===== src/rtl/adam_aes_pkg.sv =====
// ============================================================================
// adam_aes_pkg : shared types for the AES-128 round controller
// Revision 1.0
// ============================================================================
`default_nettype none

package adam_aes_pkg;

    localparam int AES_128_ROUNDS = 10;

    typedef logic [3:0] round_idx_t;

    typedef enum logic [2:0] {
        ST_IDLE       = 3'd0,
        ST_KEXP_START = 3'd1,
        ST_KEXP_WAIT  = 3'd2,
        ST_ROUND0     = 3'd3,
        ST_ROUNDS     = 3'd4,
        ST_FINAL      = 3'd5,
        ST_RESP       = 3'd6
    } state_t;

endpackage

`default_nettype wire


===== src/rtl/adam_aes_key_cache.sv =====
// ============================================================================
// adam_aes_key_cache : single-entry store of the last expanded AES-128 key
// Revision 1.0
// ============================================================================
`default_nettype none

module adam_aes_key_cache
    import adam_aes_pkg::*;
(
    input  logic         clk,
    input  logic         reset_n,
    input  logic         store,
    input  logic         clear,
    input  logic [127:0] store_key,
    input  logic [127:0] lookup_key,
    output logic         hit
);

    logic [127:0] key_q;
    logic         valid_q;

    always_ff @(posedge clk) begin
        if (!reset_n) begin
            key_q   <= '0;
            valid_q <= 1'b0;
        end else if (clear) begin
            valid_q <= 1'b0;
        end else if (store) begin
            key_q   <= store_key;
            valid_q <= 1'b1;
        end
    end

    assign hit = valid_q && (key_q == lookup_key);

endmodule

`default_nettype wire


===== src/rtl/adam_aes_round_ctrl.sv =====
// ============================================================================
// adam_aes_round_ctrl : sequences key expansion and the ten AES-128 rounds.
// Optional key cache enabled by defining ADAM_AES_KEY_CACHE_EN.
// Revision 1.0
// ============================================================================
`default_nettype none

module adam_aes_round_ctrl
    import adam_aes_pkg::*;
#(
    parameter int KEXP_TIMEOUT = 64
) (
    input  logic         clk,
    input  logic         reset_n,
    input  logic         req_valid,
    output logic         req_ready,
    input  logic [127:0] req_key,
    input  logic [127:0] req_block,
    output logic         kexp_init,
    output logic [255:0] kexp_key,
    output logic         kexp_keylen,
    input  logic         kexp_ready,
    output logic         rnd_load,
    output logic         rnd_step,
    output logic         rnd_final,
    output logic [3:0]   rnd_key_idx,
    output logic [127:0] rnd_block,
    output logic         rsp_valid,
    input  logic         rsp_ready,
    output logic         rsp_err,
    output logic         busy
);

    localparam int CNT_W = (KEXP_TIMEOUT > 1) ? $clog2(KEXP_TIMEOUT) : 1;
    localparam logic [CNT_W-1:0] CNT_LAST = CNT_W'(KEXP_TIMEOUT - 1);

    state_t           state, state_nx;
    logic [CNT_W-1:0] cnt;
    round_idx_t       idx, idx_nx;
    logic [127:0]     key_q, block_q;
    logic             err_q, err_nx;
    logic             accept;
    logic             hit;

    assign accept      = req_valid && (state == ST_IDLE);
    assign kexp_key    = {key_q, 128'h0};
    assign kexp_keylen = 1'b0;
    assign rnd_block   = block_q;

`ifdef ADAM_AES_KEY_CACHE_EN
    // Lookup uses the incoming key so a hit can bypass expansion at accept.
    adam_aes_key_cache u_key_cache (
        .clk        (clk),
        .reset_n    (reset_n),
        .store      ((state == ST_KEXP_WAIT) && kexp_ready),
        .clear      ((state == ST_KEXP_WAIT) && !kexp_ready && (cnt == CNT_LAST)),
        .store_key  (key_q),
        .lookup_key (req_key),
        .hit        (hit)
    );
`else
    assign hit = 1'b0;
`endif

    always_ff @(posedge clk) begin
        if (!reset_n) begin
            state   <= ST_IDLE;
            cnt     <= '0;
            idx     <= '0;
            key_q   <= '0;
            block_q <= '0;
            err_q   <= 1'b0;
        end else begin
            state <= state_nx;
            idx   <= idx_nx;
            err_q <= err_nx;
            cnt   <= (state == ST_KEXP_WAIT) ? cnt + CNT_W'(1) : '0;
            if (accept) begin
                key_q   <= req_key;
                block_q <= req_block;
            end
        end
    end

    always_comb begin
        state_nx    = state;
        idx_nx      = idx;
        err_nx      = err_q;
        req_ready   = 1'b0;
        kexp_init   = 1'b0;
        rnd_load    = 1'b0;
        rnd_step    = 1'b0;
        rnd_final   = 1'b0;
        rnd_key_idx = '0;
        rsp_valid   = 1'b0;
        rsp_err     = 1'b0;
        busy        = (state != ST_IDLE);
        case (state)
            ST_IDLE: begin
                req_ready = 1'b1;
                if (req_valid) begin
                    state_nx = hit ? ST_ROUND0 : ST_KEXP_START;
                    err_nx   = 1'b0;
                end
            end
            ST_KEXP_START: begin
                kexp_init = 1'b1;
                state_nx  = ST_KEXP_WAIT;
            end
            ST_KEXP_WAIT: begin
                // A done pulse on the final counted cycle still wins over timeout.
                if (kexp_ready) begin
                    state_nx = ST_ROUND0;
                end else if (cnt == CNT_LAST) begin
                    state_nx = ST_RESP;
                    err_nx   = 1'b1;
                end
            end
            ST_ROUND0: begin
                rnd_load = 1'b1;
                idx_nx   = round_idx_t'(1);
                state_nx = ST_ROUNDS;
            end
            ST_ROUNDS: begin
                rnd_step    = 1'b1;
                rnd_key_idx = idx;
                idx_nx      = idx + round_idx_t'(1);
                if (idx == round_idx_t'(AES_128_ROUNDS - 1)) begin
                    state_nx = ST_FINAL;
                end
            end
            ST_FINAL: begin
                rnd_step    = 1'b1;
                rnd_final   = 1'b1;
                rnd_key_idx = round_idx_t'(AES_128_ROUNDS);
                idx_nx      = '0;
                err_nx      = 1'b0;
                state_nx    = ST_RESP;
            end
            ST_RESP: begin
                rsp_valid = 1'b1;
                rsp_err   = err_q;
                if (rsp_ready) begin
                    state_nx = ST_IDLE;
                end
            end
            default: begin
                state_nx = ST_IDLE;
            end
        endcase
    end

endmodule

`default_nettype wire


===== config.mk =====
export PLATFORM = sky130hd
export DESIGN_NAME = adam_aes_round_ctrl
export DESIGN_NICKNAME = d
export VERILOG_FILES = /design/src/rtl/adam_aes_pkg.sv /design/src/rtl/adam_aes_key_cache.sv /design/src/rtl/adam_aes_round_ctrl.sv
export SDC_FILE = /design/constraint.sdc
export NUM_CORES = 1
export LEC_CHECK = 0
export CAP_MARGIN = 25
export CORE_AREA = 2 2 257 259
export DETAILED_ROUTE_END_ITERATION = 8
export DIE_AREA = 0 0 259 261
export MAX_ROUTING_LAYER = met4
export SYNTH_ARGS = -nofsm -noshare
export SYNTH_HDL_FRONTEND = slang
export SYNTH_SLANG_ARGS = --single-unit

===== constraint.sdc =====
create_clock -name clk -period 1.8 [get_ports clk]
set_clock_uncertainty 0.1 [all_clocks]
set_input_delay 0.27 -clock clk [delete_from_list [all_inputs] [get_ports clk]]
set_output_delay 0.27 -clock clk [all_outputs]
set_load 0.005 [all_outputs]

==> results of run 1 <==
==> worst min-delay path by stage <==
stage / from / end
after floorplan: req_key[0] / key_q[0]
after global placement: cnt[0] / cnt[0]
after detailed placement: cnt[0] / cnt[0]
after CTS: req_block[51] / rnd_block[51]
after global routing: req_block[51] / rnd_block[51]
final: req_block[54] / rnd_block[54]
==> tightest hold or removal path, stage by stage <==
cell             delay, ns
clkdlybuf4s50_1       0.40
nand2_1               0.06
a21oi_1               0.05
==> Yosys cell counts, types with 3 or more instances <==
library cell / instances
buf_2: 25
ha_1: 3
dfxtp_1: 270
o21ai_0: 5
nor2_1: 13
a21oi_1: 264
and2_1: 6
nor2b_1: 4
nand2b_1: 3
clkbuf_1: 37
nand3_1: 4
inv_1: 6
buf_6: 29
nand2_1: 519
buf_4: 133
==> through the flow <==
| stage | instance area (µm²) | total power, mW | instances |
|---|---|---|---|
| 4_1_cts | 18300 | 20.6 | 2816 |
| 3_5_place_dp | 17000 | 13.5 | 2741 |
| 6_report | 19400 | 21.6 | 2840 |
| 3_3_place_gp | 17000 | 13.5 | 2741 |
| 2_1_floorplan | 11200 | 10.2 | 1480 |
| 5_1_grt | 19400 | 22.9 | 2840 |
==> routing by layer <==
layer / vias up / part of all wire / global-route usage / wire [µm]
li1: 5293 / - / - / -
met1: 4768 / 0.41 / 0.121 / 16600
met2: 388 / 0.49 / 0.172 / 19700
met3: 58 / 0.075 / 0.0325 / 3010
met4: 0 / 0.026 / 0.0347 / 1040
met5: - / 0 / - / 0
==> cell type report <==
| cell class | instances | area [µm²] |
|---|---|---|
| clock buffer | 48 | 985 |
| clock inverter | 8 | 47.5 |
| fill | 6952 | 45600 |
| inverter | 6 | 30.0 |
| multi-input combinational | 980 | 4760 |
| sequential | 270 | 5430 |
| tap | 864 | 1080 |
| timing repair buffer | 664 | 7080 |
==> power breakdown <==
part	total, mW	switching [mW]	internal [mW]	leakage [nW]
Combinational	7.79	3.43	4.37	4.95
Sequential	7.35	0.509	6.84	2.21
Clock	6.45	2.66	3.79	0.515
==> cells by family after synthesis <==
kind of cell / share of synthesized area
muxes: 0.000930
buffers and inverters: 0.150
AOI/OAI and AO/OA: 0.134
adders and majority gates: 0.00349
xor gates and xnor gates: 0.00163
and+or+nand+nor: 0.208
DFF: 0.502
other: 0.000349
==> state kept, by name, summed over array words and instances (netlist names) <==
signal,flops
rnd_block,128
state,3
err_q,1
key_q,128
idx,4
cnt,6
==> timing repair <==
action                     4_1_cts  5_1_grt
hold endpoints to repair         0        0
cloned                           4       19
buffers inserted                15        7
pin swaps                        6       73
setup endpoints to repair      110      334
resized for setup              155      182
==> results.md, run 1 <==
- Total gr overflow: 0
- Worst r2r src: state[0]
- CTS Sinks: 270
- TritonCTS clock tree: built
- Share of post-route cells with drive strength above 1: 0.164
- Slowest cell on crit path: or4b_4
- Vias in the first global route: 9687
- Max Cap Violations: 0
- Period utilisation layout: 1.07
- P per Cell Area: around 1100 nW/µm²
- PnR worst setup slack: -0.131 ns
- Max-slew violation count: 0
- Crit path to: key_q[104]
- Clock root cell: clkbuf_16
- Post-synth cell types: between 40 and 50
- FMAX: 518 MHz
- CP bufs+invs: 4
- Overall Global Routing Usage: 0.105
- Crit path time final: between 1.5 and 2 ns
- Critical Path AT: about 2.2 ns
- Initial antenna violation count: 1
- Prevailing post-synth register cell: dfxtp_1
- Most common cell after layout, fill and taps aside: clkdlybuf4s50_1
- VDD IR-drop max: a little under 0.8 mV
- WP depth: 7
- Hold slack: around 0.19 ns
- Area contributors post-synth: dfxtp_1, nand2_1, a21oi_1
- Clk buf depth: 3
- Post-synthesis sequential area ratio: 0.502
- Element type at the critical path end: flop
- Critical path, cell by cell: buf_6 -> buf_6 -> or4b_4 -> buf_12 -> clkbuf_16 -> nand2_1 -> a21oi_1
- Worst path top cell family by delay: simple AND/OR/NAND/NOR gates
- Gpl congestion: 0.800
- Failing checks: setup timing
- Post-Place Worst Slack: -0.295 ns
- Die width: ~260 µm
- R2R setup slack: -0.13 ns
- Origin of the worst setup path: state[0]
- Die H: about 260 µm
- Most frequent cells in the layout: clkdlybuf4s50_1, nand2_1, dfxtp_1
- Final #Nets: approximately 2200
- WS Path Type: reg -> reg
- First-pass GRT wire length: 54300 µm
- Leading area contributor after synthesis: dfxtp_1
- Cell depth of the worst hold path: 3
- RSZ-0062 raised after global routing: yes
- Final routed DRC violation total: 0
- Skew-Pair Late Insertion Delay: approximately 0.52 ns
- DR vias/cell: between 3 and 4
- Crit path required time: roughly 2.1 ns
- Detail Placement HPWL: ~27000 µm
- IO buf count: ~530
- DR WL/cell: around 14 µm
- Mean area per synthesized cell: about 8.0 µm²
- Post-route ant nets: 0
- Post-synthesis cell area: roughly 11000 µm²
- Hold crit path type: in -> reg
- CP startpoint kind: flop
- Worst path max stage delay: roughly 0.6 ns
- Reg2reg end: key_q[104]
- Total die area: roughly 68000 µm²
- Initial DRC Count: between 400 and 500
- Area grow syn2layout: 80.3%
- Via Count: roughly 11000
- CTS Hold Bufs: 0
- Setup_tns: -24.69 ns
- Synth top area share: 0.502
- Synth Register Bits: 270
- Cell count after synthesis: ~1400
- EDFF count, synth: 0
- Largest net degree at the start of global routing: 40
- H-Tree Depth: 2
- R2R depth: 7
- ANT cells: 0
- Initial Util: 0.165
- Final core occ: 0.298
- Post-synth ARST share: 0
- Setup violators final: approximately 280
- Status: finished with violations
- Critical Path Fanout Max: 9
- Rows: 94
- Most used cell, CP: buf_6
- Leak pwr: about 7.7 nW
- I/O pins: 658
- Ys Warns: 0
- Final Hold Fails: 0
- Clk slew on worst S/H paths: about 0.06 ns
- Core Area: approximately 65000 µm²
- Total routed wirelength: just over 40000 µm
- TritonRoute pass-1 iters: 4
- CTS buffer count: 34
Note: power is estimated with default switching activity, not from simulation.
==> run 2: changes to the inputs <==
REMOVE_ABC_BUFFERS = 1   (was default)
==> results.md, run 2 (synthesis results as in run 1) <==
- RSZ-0062 raised after global routing: yes
- Final Hold Fails: 0 (unchanged)
- Most frequent cells in the layout: nand2_1, clkdlybuf4s50_1, dfxtp_1
- CP startpoint kind: flop
- Status: finished with violations
- Crit path time final: 1.93 ns (-0.00301 ns)
- Max-slew violation count: 0 (unchanged)
- CTS Sinks: 270 (unchanged)
- VDD IR-drop max: 0.757 mV (-3.6%)
- Via Count: 10849 (+3.3%)
- Worst path top cell family by delay: buffers and inverters
- Critical Path Fanout Max: 7 (-2)
- Total gr overflow: 0 (unchanged)
- H-Tree Depth: 1 (-1)
- Largest net degree at the start of global routing: 35 (-13%)
- Share of post-route cells with drive strength above 1: 0.184 (+0.0199)
- Period utilisation layout: 1.07 (-0.00167)
- CTS buffer count: 31 (-8.8%)
- Setup violators final: 265 (-4.0%)
- Hold crit path type: in -> reg
- Clk slew on worst S/H paths: 0.06 ns (about the same)
- Leak pwr: 8.49 nW (+11%)
- DR WL/cell: 14.9 µm (+5.1%)
- CP bufs+invs: 5 (+1)
- Met1 wire length: 17400 µm (+5.0%)
- PnR worst setup slack: -0.128 ns (+0.00301 ns)
- TritonCTS clock tree: built
- Total routed wirelength: 42300 µm (+5.0%)
- Critical Path AT: 2.29 ns (+0.05 ns)
- Die width: 259 µm (unchanged)
- Element type at the critical path end: flop
- Total die area: 67600 µm² (unchanged)
- Crit path required time: 2.16 ns (+0.05 ns)
- I/O pins: 658 (unchanged)
- Final routed DRC violation total: 0 (unchanged)
- Slowest cell on crit path: or4b_4
- Die H: 261 µm (unchanged)
- Met3 Wirelength: 2960 µm (-1.5%)
- First-pass GRT wire length: 56100 µm (+3.4%)
- Overall Global Routing Usage: 0.108 (+0.00275)
- Hold slack: 0.130 ns (-0.0599 ns)
- Final #Nets: 2217 (-0.14%)
- Core Area: 65000 µm² (unchanged)
- CTS Hold Bufs: 0 (unchanged)
- Post-route ant nets: 0 (unchanged)
- Max Used Layer: met4
- Vias in the first global route: 9913 (+2.3%)
- P per Cell Area: 1110 nW/µm² (-0.27%)
- Initial antenna violation count: 0 (-1)
- Initial Util: 0.165 (unchanged)
- WS Path Type: reg -> reg
- FMAX: 519 MHz (+0.16%)
- ANT cells: 0 (unchanged)
- Worst path max stage delay: 0.57 ns (-0.03 ns)
- Failing checks: setup timing
- Rows: 94 (unchanged)
- Critical path, cell by cell: buf_6 -> or4b_4 -> buf_4 -> buf_12 -> buf_6 -> buf_8 -> nand2_2 -> a21oi_2
- IO buf count: 528 (unchanged)
- Skew-Pair Late Insertion Delay: 0.57 ns (+0.05 ns)
- Detail Placement HPWL: 27900 µm (+2.6%)
- Clock root cell: clkbuf_16
- TritonRoute pass-1 iters: 5 (+1)
- Max Cap Violations: 0 (unchanged)
- Metal2 WL: 20900 µm (+5.9%)
- Most common cell after layout, fill and taps aside: nand2_1
- Initial DRC Count: 510 (+6.7%)
- Total power: 21.4 mW (-0.93%)
- Area grow syn2layout: 79.2%
- R2R setup slack: -0.13 ns (about the same)
- DR vias/cell: 3.82 (+3.3%)
- Clk buf depth: 3 (unchanged)
- Most used cell, CP: buf_6
- Gpl congestion: 0.832 (+4.0%)
[run 2: cell count changes in the layout (fill, tap and decap cells not counted), sizes merged, moves of 2 or more]
| cell | previous run | this run |
|---|---|---|
| clkdlybuf4s50 | 465 | 270 |
| dlygate4sd2 | 51 | 245 |
| bufinv | 0 | 2 |
| clkinv | 7 | 5 |
| clkbuf | 63 | 59 |
[run 2: stage by stage]
stage                     instance area (µm²)  setup slack [ns]  instances   TNS, ns  utilization
after floorplan                          9650             -9.26       1256  -2387.39            -
after global placement                  16900            -0.337       2726    -71.13        0.259
after detailed placement                16900            -0.366       2726    -80.91        0.259
after CTS                               18400            -0.152       2811    -17.02        0.283
after global routing                    19300            -0.172       2838    -32.29        0.296
final                                   19300            -0.128       2838    -17.33        0.296
[run 2: worst reg2reg max path, stage by stage, from the launching register on]
cell and delay (ns):
dfxtp_4 0.36, buf_6 0.12, or4b_4 0.57, buf_4 0.17, buf_12 0.14, buf_6 0.13, buf_8 0.12, nand2_2 0.06
a21oi_2 0.04
[run 2: layout make-up]
cell class,instances,area [µm²]
Clock inverter,9,101
Multi-Input combinational cell,980,4780
Fill cell,6900,45800
Sequential cell,270,5440
Inverter,6,30.0
Tap cell,864,1080
Timing Repair Buffer,664,6900
Clock buffer,45,938
[run 2: what timing repair did]
item	CTS	global route
endpoints found under the setup margin	407	280
gates cloned	12	17
pin swaps	65	22
buffers inserted	19	12
gates resized for setup	433	121
endpoints found under the hold margin	0	0
[run 2: power by group]
| group | switching (mW) | leakage [nW] | internal (mW) |
|---|---|---|---|
| logic | 3.58 | 5.75 | 4.06 |
| registers | 0.496 | 2.22 | 6.85 |
| clock network | 2.55 | 0.517 | 3.86 |
| total | 6.62 | 8.49 | 14.8 |
[run 2: path summary, 6_finish.rpt]
| check | cells past startpoint | startpoint | to |
|---|---|---|---|
| worst max-delay path | 8 | state[2] | rnd_block[119] |
| worst min-delay path | 3 | req_key[67] | key_q[67] |
| worst max register to register | 8 | state[2] | rnd_block[119] |
| worst min register to register | 1 | cnt[0] | cnt[0] |
[run 2: per-layer routing]
layer	track usage	vias to the layer above
met4	0.0328	0
met3	0.0252	58
met5	-	-
met1	0.124	5064
met2	0.184	427
li1	-	5300
==> run 3: changes to the inputs <==
CTS_CLUSTER_DIAMETER = 120   (was default)
==> results of run 3 <==
No change in the layout: final DEF, timing and power equal those of run 2.
